--- src/rtl/seq_game_pkg.sv ---
// Shared types and helpers for the sequence-memory game engine.
package seq_game_pkg;

    typedef enum logic [2:0] {
        ST_IDLE,
        ST_LOAD,
        ST_SHOW_ON,
        ST_SHOW_OFF,
        ST_GAP_PRE,
        ST_INPUT,
        ST_WIN,
        ST_LOSE
    } state_e;

    localparam logic [15:0] LFSR_TAPS = 16'hB400;
    localparam int          LEVEL_W   = 5;

    function automatic logic [15:0] onehot(input logic [3:0] sym);
        onehot = 16'd1 << sym;
    endfunction

endpackage

--- src/rtl/seq_lfsr16.sv ---
// Free-running 16-bit right-shifting Galois LFSR; exposes only the low symbol bits.
module seq_lfsr16
    import seq_game_pkg::*;
#(
    parameter logic [15:0] SEED  = 16'hACE1,
    parameter int          OUT_W = 2
) (
    input  logic             clk,
    input  logic             reset,
    output logic [OUT_W-1:0] sym_o
);

    // An all-zero state would lock the register, so a zero seed becomes 1.
    localparam logic [15:0] SEED_FIX = (SEED == 16'h0000) ? 16'h0001 : SEED;

    logic [15:0] lfsr_q;
    logic [15:0] lfsr_d;

    always_comb begin
        lfsr_d = {1'b0, lfsr_q[15:1]} ^ (lfsr_q[0] ? LFSR_TAPS : 16'h0000);
    end

    always_ff @(posedge clk or posedge reset) begin
        if (reset) begin
            lfsr_q <= SEED_FIX;
        end else begin
            lfsr_q <= lfsr_d;
        end
    end

    assign sym_o = lfsr_q[OUT_W-1:0];

endmodule

--- src/rtl/seq_game_core.sv ---
// Sequence-memory game: loads a random sequence, replays a growing prefix on
// the LEDs and scores the player's presses against it.
module seq_game_core
    import seq_game_pkg::*;
#(
    parameter int          KEY_W         = 2,
    parameter int          MAX_LEVEL     = 8,
    parameter int          SHOW_TICKS    = 2,
    parameter int          GAP_TICKS     = 1,
    parameter int          TIMEOUT_TICKS = 16,
    parameter logic [15:0] LFSR_SEED     = 16'hACE1,
    localparam int         NUM_KEYS      = 2**KEY_W
) (
    input  logic                clk,
    input  logic                reset,
    input  logic                tick,
    input  logic                start,
    input  logic [NUM_KEYS-1:0] b,
    output logic [NUM_KEYS-1:0] l,
    output logic [4:0]          level,
    output logic                busy,
    output logic                win,
    output logic                lose
);

    localparam int IDX_W  = $clog2(MAX_LEVEL);
    localparam int TMAX   = (SHOW_TICKS > GAP_TICKS) ? SHOW_TICKS : GAP_TICKS;
    localparam int TCNT_W = $clog2(TMAX + 1);
    localparam int TO_W   = $clog2(TIMEOUT_TICKS + 1);

    localparam logic [TCNT_W-1:0]  SHOW_LAST = TCNT_W'(SHOW_TICKS - 1);
    localparam logic [TCNT_W-1:0]  GAP_LAST  = TCNT_W'(GAP_TICKS - 1);
    localparam logic [TO_W-1:0]    TO_LAST   = TO_W'(TIMEOUT_TICKS - 1);
    localparam logic [IDX_W-1:0]   IDX_LAST  = IDX_W'(MAX_LEVEL - 1);
    localparam logic [LEVEL_W-1:0] LVL_MAX   = LEVEL_W'(MAX_LEVEL);

    state_e               state_q, state_d;
    logic [IDX_W-1:0]     idx_q, idx_d;
    logic [LEVEL_W-1:0]   level_q, level_d;
    logic [TCNT_W-1:0]    tcnt_q, tcnt_d;
    logic [TO_W-1:0]      tocnt_q, tocnt_d;
    logic                 any_prev_q;
    logic [KEY_W-1:0]     seq_q [MAX_LEVEL];

    logic [KEY_W-1:0]     sym;
    logic                 any_key;
    logic                 press;
    logic [NUM_KEYS-1:0]  cur_oh;
    logic                 more_in_level;

    seq_lfsr16 #(
        .SEED  (LFSR_SEED),
        .OUT_W (KEY_W)
    ) u_lfsr (
        .clk   (clk),
        .reset (reset),
        .sym_o (sym)
    );

    // any_prev_q tracks b in every state, so a key held into INPUT is not an edge.
    assign any_key       = |b;
    assign press         = any_key & ~any_prev_q;
    assign cur_oh        = NUM_KEYS'(onehot(4'(seq_q[idx_q])));
    assign more_in_level = (LEVEL_W'(idx_q) + LEVEL_W'(1)) < level_q;

    always_ff @(posedge clk or posedge reset) begin
        if (reset) begin
            state_q    <= ST_IDLE;
            idx_q      <= '0;
            level_q    <= LEVEL_W'(1);
            tcnt_q     <= '0;
            tocnt_q    <= '0;
            any_prev_q <= 1'b0;
            for (int i = 0; i < MAX_LEVEL; i++) begin
                seq_q[i] <= '0;
            end
        end else begin
            state_q    <= state_d;
            idx_q      <= idx_d;
            level_q    <= level_d;
            tcnt_q     <= tcnt_d;
            tocnt_q    <= tocnt_d;
            any_prev_q <= any_key;
            if (state_q == ST_LOAD) begin
                seq_q[idx_q] <= sym;
            end
        end
    end

    always_comb begin
        state_d = state_q;
        idx_d   = idx_q;
        level_d = level_q;
        tcnt_d  = tcnt_q;
        tocnt_d = tocnt_q;
        case (state_q)
            ST_IDLE, ST_WIN, ST_LOSE: begin
                if (start) begin
                    state_d = ST_LOAD;
                    level_d = LEVEL_W'(1);
                    idx_d   = '0;
                end
            end
            ST_LOAD: begin
                if (idx_q == IDX_LAST) begin
                    state_d = ST_SHOW_ON;
                    idx_d   = '0;
                    tcnt_d  = '0;
                end else begin
                    idx_d = idx_q + IDX_W'(1);
                end
            end
            ST_SHOW_ON: begin
                if (tick) begin
                    if (tcnt_q >= SHOW_LAST) begin
                        state_d = ST_SHOW_OFF;
                        tcnt_d  = '0;
                    end else begin
                        tcnt_d = tcnt_q + TCNT_W'(1);
                    end
                end
            end
            ST_SHOW_OFF: begin
                if (tick) begin
                    if (tcnt_q >= GAP_LAST) begin
                        tcnt_d = '0;
                        if (more_in_level) begin
                            state_d = ST_SHOW_ON;
                            idx_d   = idx_q + IDX_W'(1);
                        end else begin
                            state_d = ST_INPUT;
                            idx_d   = '0;
                            tocnt_d = '0;
                        end
                    end else begin
                        tcnt_d = tcnt_q + TCNT_W'(1);
                    end
                end
            end
            ST_GAP_PRE: begin
                if (tick) begin
                    if (tcnt_q >= GAP_LAST) begin
                        state_d = ST_SHOW_ON;
                        tcnt_d  = '0;
                    end else begin
                        tcnt_d = tcnt_q + TCNT_W'(1);
                    end
                end
            end
            ST_INPUT: begin
                // A press takes priority over a timeout landing in the same cycle.
                if (press) begin
                    tocnt_d = '0;
                    if (b != cur_oh) begin
                        state_d = ST_LOSE;
                    end else if (more_in_level) begin
                        idx_d = idx_q + IDX_W'(1);
                    end else if (level_q >= LVL_MAX) begin
                        state_d = ST_WIN;
                    end else begin
                        state_d = ST_GAP_PRE;
                        level_d = level_q + LEVEL_W'(1);
                        idx_d   = '0;
                        tcnt_d  = '0;
                    end
                end else if (tick) begin
                    if (tocnt_q >= TO_LAST) begin
                        state_d = ST_LOSE;
                    end else begin
                        tocnt_d = tocnt_q + TO_W'(1);
                    end
                end
            end
            default: begin
                state_d = ST_IDLE;
            end
        endcase
    end

    always_comb begin
        l    = '0;
        busy = 1'b0;
        win  = 1'b0;
        lose = 1'b0;
        case (state_q)
            ST_LOAD, ST_SHOW_OFF, ST_GAP_PRE: busy = 1'b1;
            ST_SHOW_ON: begin
                busy = 1'b1;
                l    = cur_oh;
            end
            ST_INPUT: l = b;
            ST_WIN: begin
                win = 1'b1;
                l   = '1;
            end
            ST_LOSE: lose = 1'b1;
            default: ;
        endcase
    end

    assign level = level_q;

endmodule
--- config.mk ---
export PLATFORM = sky130hd
export DESIGN_NAME = seq_game_core
export DESIGN_NICKNAME = d
export VERILOG_FILES = /design/src/rtl/seq_game_pkg.sv /design/src/rtl/seq_lfsr16.sv /design/src/rtl/seq_game_core.sv
export SDC_FILE = /design/constraint.sdc
export NUM_CORES = 1
export LEC_CHECK = 0
export ABC_AREA = 1
export CAP_MARGIN = 5
export CORE_MARGIN = 1.5
export CORE_UTILIZATION = 53
export DETAILED_ROUTE_END_ITERATION = 12
export GPL_TIMING_DRIVEN = 0
export PLACE_DENSITY = 0.72
export SLEW_MARGIN = 20
export SYNTH_ARGS = -nofsm -noshare
export SYNTH_HDL_FRONTEND = slang
export SYNTH_SLANG_ARGS = --single-unit
export TNS_END_PERCENT = 50
--- constraint.sdc ---
create_clock -name clk -period 2.1 [get_ports clk]
set_input_delay 0.315 -clock clk [delete_from_list [all_inputs] [get_ports clk]]
set_output_delay 0.315 -clock clk [all_outputs]
set_load 0.005 [all_outputs]
==> results.ini <==
[clocking]
clockBufferDepth=2
tritoncts=yes
cts_max_level=2
cts_root_buf=clkbuf_8
cts-buffers-inserted=5
clk_latency_ps=310
clock_sinks=51
hold_buffers=0
clkSlewWorstSetupHoldPaths_ps=100

[min_path]
hold_path_class=input pin to async pin

[logic_synthesis]
synth_top_cell_by_area=dfrtp_1
yosys_register_bits=51
synth_top_area_share_pct=37.3
yosys_warnings=0
synth_edf_count=0
yosys.area_share.simple_pct=30.2
synthMuxAreaShare_pct=0.355
synthCells=360
syn_area_um2=2820
yosys-top-cells-area=dfrtp_1 (37%), nand2_1 (13%), dfstp_2 (8.4%)
ys_async_sr_fraction_pct=100
synth_compound_area_share_pct=8.70
synthAdderAreaFrac_pct=4.44
yosysSeqAreaShare_pct=45.7
ys.flop_type=dfrtp_1
avgSynthCellArea_um2=7.83
synth_top_family_by_area=simple AND/OR/NAND/NOR gates
synth-xor-area-share_pct=1.24
syn-num-nets=378
synthDistinctLibCells=32

[placed_design]
routabilityCongestion=0.835
hpwlAfterDp_um=4130
dpl-instance-area_um2=3180
pre_cts_slack_ps=-254
portBuffers=19

[route]
num_vias=2435
drc=0
ant_nets=0
drt_first_pass_iters=4
vias_per_cell=5.08
first_iter_violations=146
wl_per_cell_um=12.4
wl_um=5940

[timing]
fin_ws_ps=-223
finalSetupViolCount=22
skew_ps=6.52
rsz0062_at_grt=true
fin_crit_ps=2320
worstMarginPinSlew_ps=474
fin_crit_sh_pct=111
max_slew_margin_pct=68.4
fmax_ghz=0.431
drv_slew=0
hold_viol=0

[power_and_ir_drop]
p_leak_nw=1.73
power_density_nw_per_um2=1190
ir_drop_uv=696

[setup_path]
worst_setup_path_start_kind=register
cpPeakStageDelay_ps=430
required_ps=2310
worstPathArrival_ps=2530
critical_path.max_fanout=4
critPathSlowestCell=dfrtp_2
endpoint_kind=register
crit_chain=buf_6 > ha_4 > ha_4 > ha_4 > a21oi_2 > or2_4 > nand3_4 > nor2_4 > inv_2 > nor2_1 > nand3_1 > nand2_1 > inv_2 > nor2_1 > nor2_1
path_class=register to register

[die]
boundaryPins=20
design.die.area_um2=5760
die_w_um=75.9
coreArea_um2=5110
chipHeight_um=75.9
start_util_pct=55.2
rows=26

[finish]
final_cell_mix=nand2_1 (90), inv_1 (51), dfrtp_1 (38), nor2_1 (24)
layout-drive-gt1-share_pct=28.4
fin_area_um2=3560
diodes=0
final_common_cell=nand2_1
area_delta_synth_final_pct=26.2
final_nets=426

[global_routing]
antenna_found_initial=0
grt_pass1_vias=2281
gr-total-overflow=0
grt.total_usage_pct=22.3
grt_max_degree=30
grt_pass1_wl_um=10500

[flow_run]
cap_violations=0

[status]
status=finished with violations
violations=negative setup slack

per-stage QoR:
stage	std cells	total power [W]	utilization [%]	hold WS [ps]	TNS (ps)
finish	479	0.00424	69.6	331	-2220
floorplan	360	0.00267	-	331	-74.5
global route	479	0.00461	69.6	366	-4640
detailed placement	450	0.00312	62.3	337	-3090
CTS	477	0.00415	68.7	341	-1740
global placement	449	0.00308	61.9	333	-17740
kinds of logic (layout without fill, tap and decap cells):
logic type,Yosys count,after routing
and+or+nand+nor,188,188
adders and majority gates,10,10
AOI/OAI and AO/OA,41,41
DFF,51,51
buffers and inverters,65,114
muxes,1,1
xor gates and xnor gates,4,4
flip-flops by register name, indices dropped and copies added (netlist names):
signal         flops
any_prev_q         1
idx_q              3
level              5
seq_q             16
state_q            3
tcnt_q             2
tocnt_q            5
u_lfsr.lfsr_q     16
where the power goes:
part / switching, W / internal [W] / leakage [nW]
Combinational: 0.00137 / 0.00105 / 1.01
Clock: 0.000366 / 0.000252 / 0.0511
Sequential: 0.000113 / 0.00109 / 0.661
Total: 0.00185 / 0.00239 / 1.73
path summary, 6_finish.rpt:
path / start / endpoint / slack [ps] / cells past startpoint
worst max register to register: idx_q[1] / state_q[0] / -220 / 15
worst max-delay path: idx_q[1] / state_q[0] / -220 / 15
worst min register to register: u_lfsr.lfsr_q[4] / u_lfsr.lfsr_q[3] / 360 / 0
max in group asynchronous: reset / level[0] / 1190 / 3
worst min-delay path: reset / u_lfsr.lfsr_q[12] / 330 / 2
min in group clk: u_lfsr.lfsr_q[4] / u_lfsr.lfsr_q[3] / 360 / 0
critical path: cells and delay by family (launching register included):
kind	cells	cell delay [ps]
buf+inv	3	240
flops	1	430
compound gates	1	130
simple gates	8	790
fa+ha+maj	3	630
cell usage after synthesis, drive strengths merged, types with 4 or more instances:
master and n:
nor2 36, nand4 9, inv 60, nand2 108, dfstp 9, ha 10
o221ai 4, nand3 22, nor3 8, dfrtp 42, a21oi 6, o21ai 26
xor2 4, or2 4
what timing repair did:
item | in CTS | in global routing
gates resized for setup | 49 | 10
pin swaps | 15 | 5
endpoints found under the setup margin | 23 | 24
setup buffers | 19 | 2
gates cloned | 0 | 0
metal layers:
metal | wire length, um | global-route usage [%] | vias to the layer above
met5 | 0 | 0 | -
met4 | 58 | 6.11 | 0
met3 | 295 | 3.73 | 6
met2 | 2700 | 34.6 | 54
met1 | 2890 | 32.4 | 1141
li1 | - | - | 1234
layout make-up:
cell class                      instances  area, um^2
Clock buffer                            5        68.8
Multi-Input combinational cell        244        1450
Tap cell                               70        87.6
Sequential cell                        51        1290
Fill cell                             419        1550
Inverter                               62         243
Timing Repair Buffer                   41         355
Buffer                                  3        26.3
Clock inverter                          3        28.8
Power figures use the tool's default switching activity.
